===== config.mk =====
export PLATFORM = sky130hd
export DESIGN_NAME = wb_rr_arbiter
export DESIGN_NICKNAME = d
export VERILOG_FILES = /design/src/rtl/wb_arb_pkg.sv /design/src/rtl/Priority_encoder.sv /design/src/rtl/wb_rr_arbiter.sv
export SDC_FILE = /design/constraint.sdc
export NUM_CORES = 1
export LEC_CHECK = 0
export CAP_MARGIN = 5
export CORE_MARGIN = 2
export CORE_UTILIZATION = 52
export DETAILED_ROUTE_END_ITERATION = 7
export PLACE_DENSITY = 0.92
export SYNTH_ARGS = -nofsm -noshare
export SYNTH_HDL_FRONTEND = slang
export SYNTH_HIERARCHICAL = 1
export SYNTH_SLANG_ARGS = --single-unit

===== constraint.sdc =====
create_clock -name clk_i -period 3.6 [get_ports clk_i]
set_input_delay 0.54 -clock clk_i [delete_from_list [all_inputs] [get_ports clk_i]]
set_output_delay 0.54 -clock clk_i [all_outputs]
set_load 0.03 [all_outputs]

===== src/rtl/wb_arb_pkg.sv =====
// Shared definitions for the wishbone grant arbiter.
//   ARB_*    : arbitration policy selectors
//   BLOCK_*  : grant hold/release policy selectors
//   arb_state_e : arbiter FSM states
//   idx_width() : width of a port index, never narrower than 1 bit
package wb_arb_pkg;

  localparam int ARB_FIXED  = 0;
  localparam int ARB_RR     = 1;

  localparam int BLOCK_NONE = 0;
  localparam int BLOCK_REQ  = 1;
  localparam int BLOCK_ACK  = 2;

  typedef enum logic {
    IDLE    = 1'b0,
    GRANTED = 1'b1
  } arb_state_e;

  function automatic int idx_width(input int n);
    return (n > 1) ? $clog2(n) : 1;
  endfunction

endpackage


===== src/rtl/Priority_encoder.sv =====
// Priority encoder over a request vector.
//   input_unencoded  in  WIDTH   request bits
//   output_valid     out 1       any bit set
//   output_encoded   out EW      index of the winning bit (0 when none)
//   output_unencoded out WIDTH   one-hot of the winning bit (0 when none)
// LSB_HIGH_PRIORITY=1 makes bit 0 the winner among set bits; 0 makes bit WIDTH-1 win.
module Priority_encoder
  import wb_arb_pkg::*;
#(
  parameter int WIDTH             = 4,
  parameter int LSB_HIGH_PRIORITY = 1,
  localparam int EW               = idx_width(WIDTH)
) (
  input  logic [WIDTH-1:0] input_unencoded,
  output logic             output_valid,
  output logic [EW-1:0]    output_encoded,
  output logic [WIDTH-1:0] output_unencoded
);

  // Scan from the lowest-priority end so the last hit is the winner.
  always_comb begin
    output_valid     = |input_unencoded;
    output_encoded   = '0;
    output_unencoded = '0;
    if (LSB_HIGH_PRIORITY != 0) begin
      for (int unsigned i = int'(WIDTH); i > 0; i--) begin
        if (input_unencoded[i-1]) begin
          output_encoded          = EW'(i - 1);
          output_unencoded        = '0;
          output_unencoded[i-1]   = 1'b1;
        end
      end
    end else begin
      for (int unsigned i = 0; i < int'(WIDTH); i++) begin
        if (input_unencoded[i]) begin
          output_encoded          = EW'(i);
          output_unencoded        = '0;
          output_unencoded[i]     = 1'b1;
        end
      end
    end
  end

endmodule


===== src/rtl/wb_rr_arbiter.sv =====
// N-way registered grant arbiter for the wishbone shared-slave mux.
//   clk_i            in  1       clock, rising edge
//   rst_ni           in  1       asynchronous reset, active low
//   req_i            in  PORTS   request per port
//   ack_i            in  PORTS   release pulse per port (BLOCK_MODE=2 only)
//   grant_o          out PORTS   one-hot registered grant
//   grant_valid_o    out 1       any grant active
//   grant_encoded_o  out IDX_W   index of the granted port, 0 when idle
// Fixed-priority or round-robin selection; a grant can be held until the
// owner drops its request or pulses its ack.
module wb_rr_arbiter
  import wb_arb_pkg::*;
#(
  parameter int PORTS             = 4,
  parameter int ARB_MODE          = ARB_RR,
  parameter int LSB_HIGH_PRIORITY = 1,
  parameter int BLOCK_MODE        = BLOCK_REQ,
  localparam int IDX_W            = idx_width(PORTS)
) (
  input  logic             clk_i,
  input  logic             rst_ni,
  input  logic [PORTS-1:0] req_i,
  input  logic [PORTS-1:0] ack_i,
  output logic [PORTS-1:0] grant_o,
  output logic             grant_valid_o,
  output logic [IDX_W-1:0] grant_encoded_o
);

  arb_state_e       state_q;
  logic [PORTS-1:0] grant_q;
  logic [IDX_W-1:0] enc_q;
  logic [PORTS-1:0] rr_mask_q;

  logic             release_c;
  logic             regrant_c;
  logic [PORTS-1:0] arb_req;
  logic [PORTS-1:0] masked_req;

  logic             m_valid, u_valid;
  logic [IDX_W-1:0] m_idx, u_idx;
  logic [PORTS-1:0] m_onehot, u_onehot;

  logic [PORTS-1:0] win_onehot;
  logic [IDX_W-1:0] win_idx;
  logic             win_valid;

  logic             load_en;
  logic             clear_en;
  logic [PORTS-1:0] load_onehot;
  logic [IDX_W-1:0] load_idx;

  // Ports that follow the winner in round-robin order: strictly above it
  // when bit 0 is the default favourite, strictly below it otherwise.
  // Winning the last port in scan order yields an empty mask, which makes
  // the unmasked encoder take over and wraps the pointer inside PORTS.
  function automatic logic [PORTS-1:0] next_mask(input logic [PORTS-1:0] oh);
    if (LSB_HIGH_PRIORITY != 0) return ~(oh | (oh - PORTS'(1)));
    else                        return oh - PORTS'(1);
  endfunction

  always_comb begin
    release_c = 1'b0;
    case (BLOCK_MODE)
      BLOCK_NONE: release_c = 1'b1;
      BLOCK_REQ:  release_c = ~|(req_i & grant_q);
      BLOCK_ACK:  release_c = |(ack_i & grant_q);
      default:    release_c = 1'b1;
    endcase
  end

  // The current owner is excluded from the release arbitration; it may only
  // keep the bus when nobody else is asking.
  assign regrant_c  = |(req_i & grant_q);
  assign arb_req    = (state_q == GRANTED) ? (req_i & ~grant_q) : req_i;
  assign masked_req = (ARB_MODE == ARB_RR) ? (arb_req & rr_mask_q) : '0;

  Priority_encoder #(
    .WIDTH             (PORTS),
    .LSB_HIGH_PRIORITY (LSB_HIGH_PRIORITY)
  ) u_masked_enc (
    .input_unencoded  (masked_req),
    .output_valid     (m_valid),
    .output_encoded   (m_idx),
    .output_unencoded (m_onehot)
  );

  Priority_encoder #(
    .WIDTH             (PORTS),
    .LSB_HIGH_PRIORITY (LSB_HIGH_PRIORITY)
  ) u_unmasked_enc (
    .input_unencoded  (arb_req),
    .output_valid     (u_valid),
    .output_encoded   (u_idx),
    .output_unencoded (u_onehot)
  );

  assign win_valid  = u_valid;
  assign win_onehot = m_valid ? m_onehot : u_onehot;
  assign win_idx    = m_valid ? m_idx    : u_idx;

  always_comb begin
    load_en     = 1'b0;
    clear_en    = 1'b0;
    load_onehot = win_onehot;
    load_idx    = win_idx;
    unique case (state_q)
      IDLE: load_en = win_valid;
      GRANTED: begin
        if (release_c) begin
          if (win_valid) begin
            load_en = 1'b1;
          end else if (regrant_c) begin
            load_en     = 1'b1;
            load_onehot = grant_q;
            load_idx    = enc_q;
          end else begin
            clear_en = 1'b1;
          end
        end
      end
    endcase
  end

  always_ff @(posedge clk_i or negedge rst_ni) begin
    if (!rst_ni) begin
      state_q   <= IDLE;
      grant_q   <= '0;
      enc_q     <= '0;
      rr_mask_q <= '1;
    end else if (load_en) begin
      state_q   <= GRANTED;
      grant_q   <= load_onehot;
      enc_q     <= load_idx;
      rr_mask_q <= next_mask(load_onehot);
    end else if (clear_en) begin
      state_q   <= IDLE;
      grant_q   <= '0;
      enc_q     <= '0;
    end
  end

  assign grant_o         = grant_q;
  assign grant_valid_o   = |grant_q;
  assign grant_encoded_o = enc_q;

endmodule


Word-level counts from Yosys, hierarchy flattened:

Index checks and enable logic that the tools add are counted.

* bits in registers: 11
* output and inout port bits: 7

* reduce and logical (&&, ||, !) cells: 5
* add/sub/neg operators: 1
* multiplexer cells: 31
* bitwise gates (word level): 7

Operators by type and width (count)
* two-way mux 4 bit: 12
* two-way mux 2 bit: 11
* OR reduction 4 bit: 4
* bitwise AND 4 bit: 3
* inverter 4 bit: 2
* two-way mux 1 bit: 7
* OR 4 bit: 1
* subtractor 4 x 1 -> 4 bit, second input constant: 1
* case mux 1 bit (2 select lines): 1
* nonzero test 2 bit: 1
* inverter 1 bit: 1

Depth between registers and ports, before layout:

Gate-level depths: netlist of the first run.

* depth after elaboration: 12
* gate-level depth with buffers: 8
* gate-level depth less buffers: 8

Modules after synthesis:

The synthesis of the first run kept the hierarchy.

Modules (own cells, without submodules)
* wb_rr_arbiter: sequential area each 280.3 µm², cells an instance 56, area each 663.1 µm², instances 1
* Priority_encoder: sequential area each 0.0 µm², cells an instance 11, area each 61.3 µm², instances 2

Least setup slack after synthesis of the first run:

No wires, ideal clock.

* path type: input-to-reg
* from: input req_i[0]
* to: register rr_mask_q[1]
* stages on the path: 8
* arrival: 2152 ps
* setup slack: 1366 ps
* required time: 3518 ps
* cell sequence: a21boi_0 and2_1 nor2_1 nand2_1 buf_2 nor2_1 a32o_1 mux2_4

* longest elaborated chain between the ends: 8
* elaborated cells on any way between the ends: 16

Ends and longest elaborated chain
* start: declaration: line wb_rr_arbiter.sv:22 `input logic [PORTS-1:0] req_i,`
* bitwise AND 4 bit: line wb_rr_arbiter.sv:74 `assign arb_req = (state_q == GRANTED) ? (req_i & ~grant_q) : req_i;`
* two-way mux 4 bit (*): line wb_rr_arbiter.sv:74
* bitwise AND 4 bit (*): line wb_rr_arbiter.sv:75 `assign masked_req = (ARB_MODE == ARB_RR) ? (arb_req & rr_mask_q) : '0;`
* named net masked_req[0]: line wb_rr_arbiter.sv:37 `logic [PORTS-1:0] masked_req;`
* OR reduction 4 bit (*): line Priority_encoder.sv:22 `output_valid = |input_unencoded;`
* named net m_valid: line wb_rr_arbiter.sv:39 `logic m_valid, u_valid;`
* two-way mux 4 bit (*): line wb_rr_arbiter.sv:98 `assign win_onehot = m_valid ? m_onehot : u_onehot;`
* subtractor 4 x 1 -> 4 bit
* OR 4 bit (*): line wb_rr_arbiter.sv:57 `if (LSB_HIGH_PRIORITY != 0) return ~(oh | (oh - PORTS'(1)));`
* inverter 4 bit (*): line wb_rr_arbiter.sv:57
* end signal: assignment: line wb_rr_arbiter.sv:134 `rr_mask_q <= next_mask(load_onehot);`
* end: declaration: line wb_rr_arbiter.sv:32 `logic [PORTS-1:0] rr_mask_q;`

The timed path passes the listed nets; every way through them passes the cells marked *.
A chain may end at the register's enable or synchronous reset.

Final worst setup path of the first run:

* from: input req_i[1]
* to: register rr_mask_q[1]

* longest elaborated chain between the ends: 9
* elaborated cells on any way between the ends: 18

Ends and longest elaborated chain
* bitwise AND 4 bit: line wb_rr_arbiter.sv:74
* two-way mux 4 bit (*): line wb_rr_arbiter.sv:74
* named net arb_req[1]: line wb_rr_arbiter.sv:36 `logic [PORTS-1:0] arb_req;`
* bitwise AND 4 bit (*): line wb_rr_arbiter.sv:75
* named net masked_req[1]: line wb_rr_arbiter.sv:37
* two-way mux 4 bit (*) (2 in a row): line Priority_encoder.sv:27 `if (input_unencoded[i-1]) begin`
* named net m_onehot[1]: line wb_rr_arbiter.sv:41 `logic [PORTS-1:0] m_onehot, u_onehot;`
* two-way mux 4 bit (*): line wb_rr_arbiter.sv:98
* subtractor 4 x 1 -> 4 bit
* OR 4 bit (*): line wb_rr_arbiter.sv:57
* inverter 4 bit (*): line wb_rr_arbiter.sv:57

Marks and branches as above.

==> qor.yml, run 1 <==
outcome: "complete, no violations"
worst-path-stages: 8
leakagePower_nw: 0.402
slew_headroom: 0.516
drt-vias-per-instance: 6.16
gr-usage-all-layers: 0.239
critical_path_required_ps: 3820
synth.yosys.seq_area_share: 0.357
worstReg2RegStart: "grant_o[1]"
finalNetCount: 104
buffers_inverters_on_critical_path: 3
crit_type: "input port to flip-flop"
die-height_um: 42.9
multi_input_comb_area_um2: 467
placement.setup.worst_slack_ps: 706
post-layout-total-power_mw: 0.838
final_non_filler_cells: 109
ff_latch_area_um2: 280
min-delay-path-class: "flip-flop to flip-flop"
cts.sink_count: 11
netlist_instances: 78
areaGrowthSynthToFinish_pct: 20.7
layout-drive-gt1-share: 0.215
ctsResizeCount: 0
fin_util: 0.652
globalRouteMet3Util: 0.0851
layout_commonest_cell: "clkdlybuf4s50_1"
netlist_top_cells_area: "dfrtp_1 (22%), dfstp_2 (13%), mux2i_1 (7.6%)"
fill_cells: 119
critical_path_arrival_ps: 2870
cts_inserted_buffers: 3
coreArea_um2: 1450
grt_pass1_wl_um: 3120
postLayoutSetupSlackWorst_ps: 943
worstSetupEndpointType: "flip-flop"
cts_tree: "built"
crit_path_frequent_cell: "inv_1"
max_stage_delay_ps: 610
first_pass_iters: 4
power.density_nw_per_um2: 884
routabilityCongestion: 0.952
cts_root_buf: "clkbuf_4"
rsz0062_at_grt: "false"
post_synthesis_instance_area_um2: 786
synth_warnings: 6
series_of_cell_instances_along_the_critical_path: "clkdlybuf4s50_1 > a21boi_0 > and2_1 > inv_1 > nor2_1 > inv_1 > a32o_1 > mux2_4"
worst_setup_hold_path_clk_slew_ps: 70
htree_levels: 1
period_needed_ps: 2660
ioPinCount: 17
irDropWorstVdd_v: 0.000572
syn-num-nets: 88
max_clock_freq_mhz: 376
first_global_vias: 661
io_buffers: 12
postSynthAreaPerCell_um2: 10.1
worst_path_dominant_cell_family: "compound AO/OA/AOI/OAI gates"
grt_start_max_net_pins: 12
post-synth-top-area-fraction: 0.223
cts.repair_timing.setup_buffer_count: 0
fin_area_um2: 948
cp_max_fo: 5
diodes: 0
slew_limit_fails: 0
max_slew.worst_pin.slew_ps: 720
start_util: 0.540
number_of_antenna_violations_at_the_first_check_in_global_routing: 0
rr_endpoint: "rr_mask_q[1]"
drv.max_cap_violation_count: 0
ys_seq_elements: 11
die_footprint_um2: 1840
crit_path_start_kind: "input port"
max-clock-path-buffers: 2
final_cell_mix: "clkdlybuf4s50_1 (12), nor2_1 (9), nor3_1 (8)"
place.detailed.instances: 105
clock_insertion_delay_worst_skew_ps: 290
grt_util_met1: 0.287
placement.cell_area_um2: 921
route.antenna.remaining_nets: 0
drc_errors: 0
worst-r2r-setup-slack_ps: 1240
final-setup-viol-count: 0
final.setup_skew_ps: 2.36
die_w_um: 42.9
vias: 671
setup_tns_ps: 0
place_hpwl_um: 1450
global_route.overflow_total: 0
final_min_period_over_clock_period: 0.738
post_drt_wl_per_cell_um: 17.0
cts-hold-fix-buffers: 0
hold_slack_ps: 468
crit_end: "rr_mask_q[1]"
timing.reg2reg.worst_path_depth: 7
finalHoldViolations: 0
setup.worst_path.start: "req_i[1]"
synth_cell_type_count: 25
use_met2: 0.373
route.final.wire_length_um: 1850
grt_busiest_layer: "met2"
placement_rows: 14
netlist.top_cell.by_area: "dfrtp_1"
cp_slowest_cell: "a21boi_0"
initialDrtViolationCount: 31
-- worst register-to-register path, stage by stage, from the launching register on --
cell      delay [ps]
dfrtp_1          460
a21boi_0         620
and2_1           290
inv_1             70
nor2_1           250
inv_1             90
a32o_1           250
mux2_4           250
-- how the worst min path moves through the flow --
stage | startpoint | end | slack [ps] | depth (start not counted)
after floorplan | rst_ni | grant_encoded_o[0] | 240 | 0
after global placement | rr_mask_q[3] | rr_mask_q[3] | 450 | 2
after detailed placement | rr_mask_q[3] | rr_mask_q[3] | 460 | 2
after CTS | rr_mask_q[3] | rr_mask_q[3] | 470 | 2
after global routing | rr_mask_q[3] | rr_mask_q[3] | 490 | 2
final | rr_mask_q[3] | rr_mask_q[3] | 470 | 2
-- logic make-up after synthesis --
kind of cell | Yosys count | share of synthesized area
simple gates | 29 | 0.205
compound gates | 20 | 0.231
flops | 11 | 0.357
mux | 10 | 0.158
buf+inv | 8 | 0.0494
-- cell usage after synthesis (all sizes together) --
library cell / n
nor2: 9
nor3: 8
and2: 7
dfrtp: 7
mux2i: 7
inv: 5
o2bb2ai: 5
a21boi: 4
dfstp: 4
a21oi: 3
buf: 3
mux2: 3
a22o: 2
nand2: 2
nand2b: 2
a211oi: 1
a221oi: 1
a32o: 1
o21a: 1
o21ai: 1
o21bai: 1
or4: 1
-- report_power, final --
part           leakage [nW]  internal, mW  switching, mW
Combinational         0.254         0.243          0.283
Sequential            0.130         0.178         0.0449
Clock                0.0177        0.0414         0.0486
-- area by class of cell --
type	count	share of cell area
well taps	16	0.0211
multi-input cells	59	0.492
flip-flops and latches	11	0.296
clock inverters	1	0.00528
inverters	5	0.0198
repair buffers	14	0.142
clock buffers	3	0.0237
-- flip-flops by register name, summed over array words and instances (netlist names) --
name / count
grant_encoded_o: 2
rr_mask_q: 4
state_q: 1
grant_o: 4
-- routing by layer --
layer  up-vias  part of all wire
li1        316                 -
met1       324              0.41
met2        24              0.51
met3         7             0.056
met4         0             0.024
met5         -                 0
(Power assumes the default switching activity.)
==> run 2, diff against run 1 <==
--- a/config.mk
+++ b/config.mk
@@ -7,9 +7,9 @@
 export LEC_CHECK = 0
 export CAP_MARGIN = 5
 export CORE_MARGIN = 2
-export CORE_UTILIZATION = 52
+export CORE_UTILIZATION = 49
 export DETAILED_ROUTE_END_ITERATION = 7
-export PLACE_DENSITY = 0.92
+export PLACE_DENSITY = 0.88
 export SYNTH_ARGS = -nofsm -noshare
 export SYNTH_HDL_FRONTEND = slang
 export SYNTH_HIERARCHICAL = 1
==> constraint.sdc (replaced) <==
create_clock -name clk_i -period 2.5 [get_ports clk_i]
set_input_delay 0.375 -clock clk_i [delete_from_list [all_inputs] [get_ports clk_i]]
set_output_delay 0.375 -clock clk_i [all_outputs]
set_load 0.03 [all_outputs]
==> run 2 against run 1 <==
Cell area rose by 3.2%. Sequential share of layout area shrank 0.91 points. Combinational power is 46% higher. Flip-flop and latch count unchanged. Die area increased by 5.6%. Cell count increased by 3.7%.
==> qor.yml, run 2 (synthesized netlist as in run 1, its figures left out) <==
grt_start_max_net_pins: 12
p_int_mw: 0.677
detailroute.wirelength.met2_um: 839
final.setup_skew_ps: 2.17
finalNetCount: 108
postLayoutSetupSlackWorst_ps: 165
cp_max_fo: 5
crit_type: "flip-flop to primary output"
slew_headroom: 0.676
worst_setup_hold_path_clk_slew_ps: 70
start_util: 0.522
place_hpwl_um: 1360
total_switching_power_mw: 0.526
final_cell_mix: "clkdlybuf4s50_1 (12), nor2_1 (9), nor3_1 (8)"
crit_path_start_kind: "flip-flop"
htree_levels: 1
die_w_um: 44.0
worstSetupEndpointType: "primary output"
final-setup-viol-count: 0
coreArea_um2: 1510
diodes: 0
areaGrowthSynthToFinish_pct: 24.5
dr.max_layer_used: "met4"
routabilityCongestion: 0.888
timing.reg2reg.worst_path_depth: 7
first_global_vias: 612
layout_commonest_cell: "clkdlybuf4s50_1"
max_slew.worst_pin.slew_ps: 484
critical_path_required_ps: 2120
gr-usage-all-layers: 0.206
placement_rows: 14
setup_tns_ps: 0
irDropWorstVdd_v: 0.000665
grt_pass1_wl_um: 2880
clockPowerShare: 0.100
cts-hold-fix-buffers: 0
cts_tree: "built"
placement.setup.worst_slack_ps: -5.59
cts_inserted_buffers: 3
leakagePower_nw: 0.422
first_pass_iters: 4
final_min_period_over_clock_period: 0.934
rsz0062_at_grt: "false"
power.switching_fraction: 0.437
cts.repair_timing.setup_buffer_count: 0
post-layout-total-power_mw: 1.20
die_footprint_um2: 1940
max_clock_freq_mhz: 428
ioPinCount: 17
die-height_um: 44.0
hold_slack_ps: 432
layout-drive-gt1-share: 0.247
power.density_nw_per_um2: 1230
max-clock-path-buffers: 2
clock_insertion_delay_worst_skew_ps: 270
pwr-share-seq: 0.263
finalHoldViolations: 0
route.layer.met1.wl_um: 807
initialDrtViolationCount: 20
route.antenna.remaining_nets: 0
drv.max_cap_violation_count: 0
route.final.wire_length_um: 1730
cts.sink_count: 11
final_non_filler_cells: 113
slew_limit_fails: 0
io_buffers: 12
ctsResizeCount: 0
cts_root_buf: "clkbuf_4"
global_route.overflow_total: 0
drt-vias-per-instance: 5.73
number_of_antenna_violations_at_the_first_check_in_global_routing: 0
dr_wl_met3_um: 50
outcome: "complete, no violations"
place.detailed.instances: 109
period_needed_ps: 2330
vias: 647
drc_errors: 0
combPwrFrac: 0.637
critical_path_arrival_ps: 1960
post_drt_wl_per_cell_um: 15.3
min-delay-path-class: "input port to asynchronous set/reset pin"
[run 2: cell types whose count changed in the layout (fill, tap and decap cells not counted), sizes merged]
cell | previous run | this run
buf | 2 | 6
[run 2: routing by layer]
layer	track usage	up-vias
met5	0	-
met2	0.326	10
met1	0.289	314
met3	0.0163	4
met4	0.0909	0
li1	-	319
[run 2: final timing paths]
check,start,slack [ps],endpoint
max,grant_o[0],170,grant_valid_o
min,rst_ni,430,grant_o[0]
max reg2reg,grant_o[1],420,rr_mask_q[2]
min reg2reg,rr_mask_q[3],470,rr_mask_q[3]
max in group asynchronous,rst_ni,1720,rr_mask_q[2]
min in group clk_i,rr_mask_q[3],470,rr_mask_q[3]
[run 2: cell type report]
cell class / instances / area [um^2]
fill: 112 / 528
multi-input combinational: 59 / 467
sequential: 11 / 280
timing repair buffer: 18 / 165
clock buffer: 3 / 22.5
tap: 16 / 20.0
inverter: 5 / 18.8
clock inverter: 1 / 5.00
[run 2: power groups by stage]
stage          Combinational, mW  Clock [mW]  Sequential [mW]
3_5_place_dp               0.763           0            0.318
5_1_grt                    0.824       0.133            0.329
4_1_cts                    0.766       0.124            0.315
6_report                   0.766       0.121            0.316
3_3_place_gp               0.738           0            0.314
2_1_floorplan              0.481           0            0.373
[run 2: per-stage QoR]
stage / util / instance area (um^2)
2_1_floorplan: - / 786
3_3_place_gp: 0.631 / 951
3_5_place_dp: 0.631 / 951
4_1_cts: 0.650 / 978
5_1_grt: 0.650 / 978
6_report: 0.650 / 978
[run 2: worst max-delay path, cell delays in order (launching register included)]
cell             delay (ps)
dfrtp_1                 420
or4_2                   660
clkdlybuf4s50_1         610
